--- config.mk ---
export PLATFORM = sky130hd
export DESIGN_NAME = param_divider_flat
export DESIGN_NICKNAME = d
export VERILOG_FILES = /design/src/rtl/param_divider_if.sv /design/src/rtl/param_divider.sv /design/src/flat_wrapper.sv
export SDC_FILE = /design/constraint.sdc
export NUM_CORES = 1
export LEC_CHECK = 0
export BUFFER_PORTS_ARGS = -buffer_cell sky130_fd_sc_hd__buf_2
export CAP_MARGIN = 25
export CORE_MARGIN = 2
export CORE_UTILIZATION = 30
export CTS_CLUSTER_SIZE = 24
export DETAILED_ROUTE_END_ITERATION = 10
export PLACE_DENSITY = 0.52
export SLEW_MARGIN = 20
export SYNTH_ARGS = -nofsm -noshare
export SYNTH_HDL_FRONTEND = slang
export SYNTH_SLANG_ARGS = --single-unit
--- constraint.sdc ---
create_clock -name clk -period 3.15 [get_ports clk]
set_input_delay 0.1575 -clock clk [delete_from_list [all_inputs] [get_ports clk]]
set_output_delay 0.1575 -clock clk [all_outputs]
set_load 0.005 [all_outputs]
--- src/rtl/param_divider_if.sv ---
// Request/result bundle for param_divider: operands and mode in, status and results out.
interface param_divider_if #(
  parameter int N = 8
);
  logic         start;
  logic         signed_mode;
  logic [N-1:0] dividend;
  logic [N-1:0] divisor;
  logic         busy;
  logic         done;
  logic [N-1:0] quotient;
  logic [N-1:0] remainder;
  logic         div_by_zero;

  modport master (
    output start, signed_mode, dividend, divisor,
    input  busy, done, quotient, remainder, div_by_zero
  );

  modport slave (
    input  start, signed_mode, dividend, divisor,
    output busy, done, quotient, remainder, div_by_zero
  );
endinterface

--- src/rtl/param_divider.sv ---
// Multi-cycle restoring divider, one quotient bit per cycle, with optional two's-complement
// operands handled by magnitude division plus a final sign fix-up.
module param_divider #(
  parameter int N = 8
) (
  input logic            clk,
  input logic            reset,
  param_divider_if.slave bus
);

  localparam int CW = ($clog2(N + 1) > 4) ? $clog2(N + 1) : 4;

  localparam logic [1:0] S_IDLE = 2'd0;
  localparam logic [1:0] S_CALC = 2'd1;
  localparam logic [1:0] S_FIX  = 2'd2;
  localparam logic [1:0] S_DONE = 2'd3;

  logic [1:0]    r_state;
  logic [CW-1:0] r_cnt;
  logic [N:0]    r_a;
  logic [N-1:0]  r_q;
  logic [N-1:0]  r_m;
  logic [N-1:0]  r_dvd;
  logic          r_sign_q;
  logic          r_sign_r;
  logic          r_zero;
  logic [N-1:0]  r_quot;
  logic [N-1:0]  r_rem;
  logic          r_dbz;

  logic [N+1:0]  w_shift;
  logic          w_ge;
  logic [N:0]    w_diff;

  function automatic logic [N-1:0] f_neg(input logic signed [N-1:0] x);
    return -x;
  endfunction

  // Magnitude of a two's-complement value; the most-negative value maps to 2^(N-1).
  function automatic logic [N-1:0] f_mag(input logic signed [N-1:0] x);
    return x[N-1] ? f_neg(x) : x;
  endfunction

  assign w_shift = {r_a, r_q[N-1]};
  assign w_ge    = (w_shift >= {2'b00, r_m});
  assign w_diff  = w_shift[N:0] - {1'b0, r_m};

  always_ff @(posedge clk) begin
    if (reset) begin
      r_state  <= S_IDLE;
      r_cnt    <= '0;
      r_a      <= '0;
      r_q      <= '0;
      r_m      <= '0;
      r_dvd    <= '0;
      r_sign_q <= 1'b0;
      r_sign_r <= 1'b0;
      r_zero   <= 1'b0;
      r_quot   <= '0;
      r_rem    <= '0;
      r_dbz    <= 1'b0;
    end else begin
      case (r_state)
        S_IDLE: begin
          if (bus.start) begin
            r_state <= S_CALC;
            r_cnt   <= '0;
            r_a     <= '0;
            r_dvd   <= bus.dividend;
            r_zero  <= (bus.divisor == '0);
            if (bus.signed_mode) begin
              r_q      <= f_mag(bus.dividend);
              r_m      <= f_mag(bus.divisor);
              r_sign_q <= bus.dividend[N-1] ^ bus.divisor[N-1];
              r_sign_r <= bus.dividend[N-1];
            end else begin
              r_q      <= bus.dividend;
              r_m      <= bus.divisor;
              r_sign_q <= 1'b0;
              r_sign_r <= 1'b0;
            end
          end
        end
        S_CALC: begin
          r_a   <= w_ge ? w_diff : w_shift[N:0];
          r_q   <= {r_q[N-2:0], w_ge};
          r_cnt <= r_cnt + 1'b1;
          if (r_cnt == CW'(N - 1)) r_state <= S_FIX;
        end
        S_FIX: begin
          // A zero divisor reports the raw captured dividend, bypassing the sign fix.
          if (r_zero) begin
            r_quot <= '1;
            r_rem  <= r_dvd;
          end else begin
            r_quot <= r_sign_q ? f_neg(r_q) : r_q;
            r_rem  <= r_sign_r ? f_neg(r_a[N-1:0]) : r_a[N-1:0];
          end
          r_dbz   <= r_zero;
          r_state <= S_DONE;
        end
        default: begin
          r_state <= S_IDLE;
        end
      endcase
    end
  end

  assign bus.busy        = (r_state != S_IDLE);
  assign bus.done        = (r_state == S_DONE);
  assign bus.quotient    = r_quot;
  assign bus.remainder   = r_rem;
  assign bus.div_by_zero = r_dbz;

endmodule

--- src/flat_wrapper.sv ---
// flat-port wrapper written by rule: the top's interface ports become plain ports
module param_divider_flat 
#(
  parameter int N = 8
)
  (clk, reset, bus_start, bus_signed_mode, bus_dividend, bus_divisor, bus_busy, bus_done, bus_quotient, bus_remainder, bus_div_by_zero);
  param_divider_if #(.N(N)) bus_i ();
  input logic clk;
  input logic reset;
  input wire logic [$bits(bus_i.start)-1:0] bus_start;
  input wire logic [$bits(bus_i.signed_mode)-1:0] bus_signed_mode;
  input wire logic [$bits(bus_i.dividend)-1:0] bus_dividend;
  input wire logic [$bits(bus_i.divisor)-1:0] bus_divisor;
  output wire logic [$bits(bus_i.busy)-1:0] bus_busy;
  output wire logic [$bits(bus_i.done)-1:0] bus_done;
  output wire logic [$bits(bus_i.quotient)-1:0] bus_quotient;
  output wire logic [$bits(bus_i.remainder)-1:0] bus_remainder;
  output wire logic [$bits(bus_i.div_by_zero)-1:0] bus_div_by_zero;
  assign bus_i.start = bus_start;
  assign bus_i.signed_mode = bus_signed_mode;
  assign bus_i.dividend = bus_dividend;
  assign bus_i.divisor = bus_divisor;
  assign bus_busy = bus_i.busy;
  assign bus_done = bus_i.done;
  assign bus_quotient = bus_i.quotient;
  assign bus_remainder = bus_i.remainder;
  assign bus_div_by_zero = bus_i.div_by_zero;
  param_divider #(.N(N)) u_core (.clk(clk), .reset(reset), .bus(bus_i));
endmodule
==> results of run 1 <==
[synthesized netlist by cell type (all sizes together), types with 9 or more instances]
master | instances | area, um^2
clkbuf | 20 | 75.1
a311oi | 9 | 78.8
nor2 | 42 | 158
nand2 | 53 | 199
nand2b | 15 | 93.8
inv | 24 | 90.1
xnor2 | 10 | 87.6
xor2 | 13 | 114
a21oi | 39 | 195
dfxtp | 59 | 1180
mux2i | 18 | 180
ha | 17 | 213
o21ai | 24 | 120
[state kept, by name (all words and copies together) (netlist names), 2 cells and up]
name / cells
u_core.r_a: 9
u_core.bus.quotient: 8
u_core.bus.remainder: 8
u_core.r_dvd: 8
u_core.r_m: 8
u_core.r_q: 8
u_core.r_cnt: 4
u_core.r_state: 2
[path summary, 6_finish.rpt]
path / startpoint / to / slack, ns / depth (start not counted)
worst min register to register: u_core.r_dvd[7]$_SDFFE_PP0P_ / u_core.r_dvd[7]$_SDFFE_PP0P_ / 0.45 / 2
worst min-delay path: bus_divisor[0] / u_core.r_m[0]$_SDFFE_PP0P_ / 0.12 / 3
worst max-delay path: u_core.r_q[7]$_SDFFE_PP0P_ / u_core.r_a[2]$_SDFFE_PP0P_ / 0.53 / 10
worst max register to register: u_core.r_q[7]$_SDFFE_PP0P_ / u_core.r_a[2]$_SDFFE_PP0P_ / 0.53 / 10
[final cells by class]
| type | instances | area (um^2) | area share |
|---|---|---|---|
| clock buffer | 13 | 260 | 0.0648 |
| clock inverter | 2 | 35.0 | 0.00872 |
| inverter | 24 | 90.1 | 0.0224 |
| multi-input combinational | 322 | 2050 | 0.510 |
| sequential | 59 | 1180 | 0.294 |
| tap | 140 | 175 | 0.0436 |
| timing repair buffer | 43 | 228 | 0.0567 |
[power groups by stage]
stage	Sequential, uW	Clock (uW)	Combinational [uW]
after floorplan	1050	0	1360
after global placement	1080	0	1690
after detailed placement	1090	0	1710
after CTS	1080	997	1710
after global routing	1100	1020	1920
final	1080	967	1700
[layer usage]
layer / track usage / share of wire
met5: 0 / 0
met4: 0.0475 / 0.011
met3: 0.0357 / 0.043
met2: 0.212 / 0.44
met1: 0.189 / 0.51
[through the flow]
stage	std cells	power, uW
global route	603	4050
detailed placement	588	2800
floorplan	427	2400
finish	603	3750
CTS	603	3790
global placement	588	2770
[critical path, stage by stage, from the launching register on]
cell and delay, ns:
dfxtp_1 0.33, inv_1 0.08, ha_1 0.15, inv_1 0.06, fa_1 0.47, a21o_1 0.19
a211o_1 0.32, a2111oi_4 0.36, buf_4 0.26, mux2i_1 0.21, o21ai_1 0.07
[logic make-up (layout without fill, tap and decap cells)]
group	Yosys count	after routing
simple gates	148	148
compound gates	114	114
flops	59	59
buf+inv	46	82
xor+xnor	23	23
mux	19	19
fa+ha+maj	18	18
==> summary.txt, run 1 <==
Run status
  • Status: finished, final reports clean

Clocking
  • CTS max path bufs: 2
  • Post-CTS Repair Setup Buffers: 0
  • Number of H-tree levels: 3
  • Post-CTS Resized: 0
  • Hold-fix buffers, CTS: 0
  • Clock latency on the worst-skew pair: 0.32 ns
  • Clk pin slew, worst setup/hold paths: 0.05 ns
  • Root Buffer: clkbuf_16
  • Total clock sinks: 59
  • Total CTS buffers: 9
  • CTS tree: done

Timing
  • Min Tclk post-route: 2.62 ns
  • Worst slew margin: 0.485
  • Final hold violation count: 0
  • Worst-Margin Slew: 0.772 ns
  • Setup violations, final: 0
  • Tcrit/Tclk final: 0.833
  • Setup TNS: 0 ns
  • Fin Clk Skew: 0.00884 ns
  • Slew Viols, Final: 0
  • Fmax: 381 MHz
  • Final setup margin: 0.526 ns
  • RSZ-0062 raised after global routing: no
  • Min Hold Slack: 0.124 ns

Finish
  • Most frequent cells in the layout: dfxtp_1 (59), nand2_1 (53), nor2_1 (42)
  • Final core occ: 0.366
  • Fin area: ~4000 um^2
  • Layout fillers: 1176
  • Synthesis-to-finish area growth: 17.8%
  • Nets: 497
  • Commonest non-fill, non-tap cell in the layout: dfxtp_1
  • N_diodes: 0
  • Layout cells sized above 1: 0.130

Die
  • Die area: 12200 um^2
  • Die width: 111 um
  • Rows: 38
  • Core box area: 11000 um^2
  • IO Pins: 39
  • Die Ht: 111 um
  • Initial Utilization: 0.310

Worst setup path
  • CP arrival: 2.82 ns
  • Setup Crit Path Kind: flip-flop to flip-flop
  • Worst setup SP type: flip-flop
  • Worst Path Max Fanout: 11
  • Worst Path Required: 3.35 ns
  • CP endpoint kind: flip-flop

Power and ir drop
  • Psw: 1440 uW
  • Int Pwr: 2310 uW
  • Peak supply drop: 0.330 mV
  • Combinational Power Share: 0.454
  • PD cells: 932 nW/um^2
  • Pleak: 0.00161 uW
  • Seq pwr share: 0.288
  • Clock group share of total power: 0.258
  • Sw frac: 0.384

Logic synthesis
  • Main combinational cell family by area after synthesis: compound AO/OA/AOI/OAI gates
  • Register area share after synthesis: 0.346
  • Synth Area in Compound Gates: 0.216
  • Post-Synth Simple-Gate Area: 0.201
  • Asr flop ratio synth: 0
  • Synth Area in Adders: 0.0683
  • Ys Warns: 0
  • Synth cell types: between 40 and 50
  • Syn_nets: 465
  • Yosys reg bits: 59
  • Mapped Area: about 3400 um^2
  • Mux cell area share after synthesis: 0.0561
  • Mean Syn Cell Area: ~8.0 um^2
  • Post-synthesis xor/xnor area fraction: 0.0591
  • Post-synth EDFFs: 0
  • Top_reg_cell synth: dfxtp_1
  • Mapped Cells: ~430

Drt
  • Via count: around 3000
  • DR pass1 iterations: 4
  • 1st-iter DRT viols: 176
  • Via density: between 5 and 6
  • WL per Instance: 13.6 um
  • DRT Wirelength: roughly 8200 um
  • Final ANT Viol Nets: 0
  • DRC violations left: 0

Global route
  • First-pass GRT wire length: 14100 um
  • GRT Util Overall: 0.138
  • Vias in the first global route: 2876
  • Initial antenna violation count: 0
  • Largest net degree at the start of global routing: 36
  • Global route total overflow: 0

Placement
  • PortBufs: 38
  • DP HPWL: 6150 um
  • GPL Wtd Cong: between 0.7 and 0.8
  • Area post-placement: ~3700 um^2
  • Place WS: 0.534 ns

Min path
  • Worst hold path type: input port to flip-flop

Run
  • Max-Cap Viols: 0
No activity file was read; power rests on OpenSTA's default activity.
==> run 2: changes to the inputs <==
==> constraint.sdc (replaced) <==
create_clock -name clk -period 2.52 [get_ports clk]
set_input_delay 0.126 -clock clk [delete_from_list [all_inputs] [get_ports clk]]
set_output_delay 0.126 -clock clk [all_outputs]
set_load 0.005 [all_outputs]
==> summary.txt, run 2 (synthesized netlist as in run 1, its figures left out) <==
Finish
  • Max FFs per register: 9
  • Commonest non-fill, non-tap cell in the layout: dfxtp_1
  • Layout cells sized above 1: 0.162
  • Synthesis-to-finish area growth: 21.8%
  • Nets: ~510
  • Finished Layout Cells: slightly above 600
  • N_diodes: 0
  • Most frequent cells in the layout: dfxtp_1 (58), nand2_1 (53), nor2_1 (42)
  • Most flops, register: u_core.r_a

Drt
  • Final ANT Viol Nets: 0
  • Met3 wire len: 230 um
  • 1st-iter DRT viols: approximately 120
  • DRT Wirelength: just over 8000 um
  • Via density: between 4 and 5
  • WL per Instance: 13.4 um
  • DR pass1 iterations: 4
  • DRC violations left: 0
  • WL met2: about 3700 um
  • Highest routed metal layer: met4
  • Via count: 2990
  • Met1 WL: 4260 um

Timing
  • Setup TNS: 0 ns
  • Tcrit/Tclk final: 0.959
  • Fmax: 414 MHz
  • Min Tclk post-route: 2.42 ns
  • RSZ-0062 raised after global routing: no
  • Worst-Margin Slew: 0.675 ns
  • Final hold violation count: 0
  • Setup violations, final: 0
  • Final setup margin: roughly 0.10 ns
  • Slew Viols, Final: 0
  • Fin Clk Skew: just over 0.006 ns
  • Worst slew margin: 0.549

Placement
  • GPL Wtd Cong: about 0.8
  • Place WS: 0.0470 ns
  • DP HPWL: 6190 um
  • Inst Count DP: 596
  • PortBufs: 38

Worst setup path
  • Worst Path Buf+Inv: 4
  • CP arrival: 2.67 ns
  • Worst setup SP type: flip-flop
  • CP endpoint kind: flip-flop
  • Setup Crit Path Kind: flip-flop to flip-flop
  • Slowest-stage cell, CP: fa_2
  • Worst Path Required: 2.78 ns
  • Critical Path Max Stage Delay: 0.35 ns
  • Worst Path Max Fanout: 6
  • Crit-path leading delay family: compound AO/OA/AOI/OAI gates
  • CP cell instances: inv_2 > ha_1 > inv_1 > fa_2 > a21o_1 > a211o_1 > a2111oi_4 > buf_4 > buf_12 > mux2i_1 > a22o_1

Clocking
  • CTS tree: done
  • Total CTS buffers: 9
  • Root Buffer: clkbuf_16
  • Hold-fix buffers, CTS: 0
  • Number of H-tree levels: 3
  • Clock latency on the worst-skew pair: 0.32 ns
  • CTS max path bufs: 2
  • Clk pin slew, worst setup/hold paths: approximately 0.05 ns
  • Total clock sinks: 59

Global route
  • GRT Util Overall: 0.138
  • First-pass GRT wire length: 14100 um
  • Global route total overflow: 0
  • Largest net degree at the start of global routing: 36
  • Vias in the first global route: 2910
  • Initial antenna violation count: 0

Die
  • IO Pins: 39
  • Rows: 38
  • Core box area: ~11000 um^2
  • Die area: 12200 um^2
  • Die Ht: 111 um
  • Die width: 111 um
  • Initial Utilization: 0.310

Power and ir drop
  • Psw: 1880 uW
  • Clock group share of total power: 0.249
  • Pleak: between 0.0015 and 0.002 uW
  • PD cells: ~1200 nW/um^2
  • Int Pwr: about 3200 uW
  • Peak supply drop: 0.547 mV
  • Total power draw: 5110 uW
  • Combinational Power Share: 0.491
  • Sw frac: 0.368
  • Seq pwr share: 0.261

Min path
  • Worst hold path type: input port to flip-flop

Run status
  • Status: finished, final reports clean

Run
  • Max-Cap Viols: 0
[run 2: timing repair]
item	CTS	global route
buffers inserted	0	2
endpoints found under the setup margin	0	9
gates resized for setup	0	4
[run 2: worst min-delay path, stage by stage]
cell	delay (ns)
buf_2	0.12
nand2_1	0.06
a21oi_1	0.05
[run 2: final timing paths]
check                                  to  slack (ns)  cells past startpoint                         start
max            u_core.r_a[0]$_SDFFE_PP0P_        0.10                     11    u_core.r_q[7]$_SDFFE_PP0P_
min            u_core.r_m[0]$_SDFFE_PP0P_         0.1                      3                bus_divisor[0]
max reg2reg    u_core.r_a[0]$_SDFFE_PP0P_        0.10                     11    u_core.r_q[7]$_SDFFE_PP0P_
min reg2reg  u_core.r_dvd[7]$_SDFFE_PP0P_        0.45                      2  u_core.r_dvd[7]$_SDFFE_PP0P_
[run 2: area by class of cell]
cell class	instances	area, um^2
fill	1152	6830
multi-input combinational	322	2050
sequential	59	1180
timing repair buffer	54	340
clock buffer	10	229
tap	140	175
inverter	24	90.1
clock inverter	6	80.1
[run 2: power by group through the flow]
stage / logic, uW / clock network (uW) / registers, uW
2_1_floorplan: 1690 / 0 / 1310
3_3_place_gp: 2250 / 0 / 1340
3_5_place_dp: 2270 / 0 / 1350
4_1_cts: 2280 / 1300 / 1330
5_1_grt: 2800 / 1340 / 1370
6_report: 2510 / 1270 / 1330
[run 2: routing by layer]
metal	vias to the layer above	GRT usage
met1	1354	0.187
met2	46	0.226
met5	-	0
met3	2	0.0318
li1	1588	-
met4	0	0.0300
[run 2: per-stage QoR]
step | instance area [um^2] | hold WS [ns] | util
final | 4150 | 0.0963 | 0.378
after global routing | 4150 | 0.101 | 0.378
after CTS | 4100 | 0.0894 | 0.374
after detailed placement | 3790 | 0.424 | 0.346
after global placement | 3790 | 0.416 | 0.346
after floorplan | 3410 | 0.262 | -
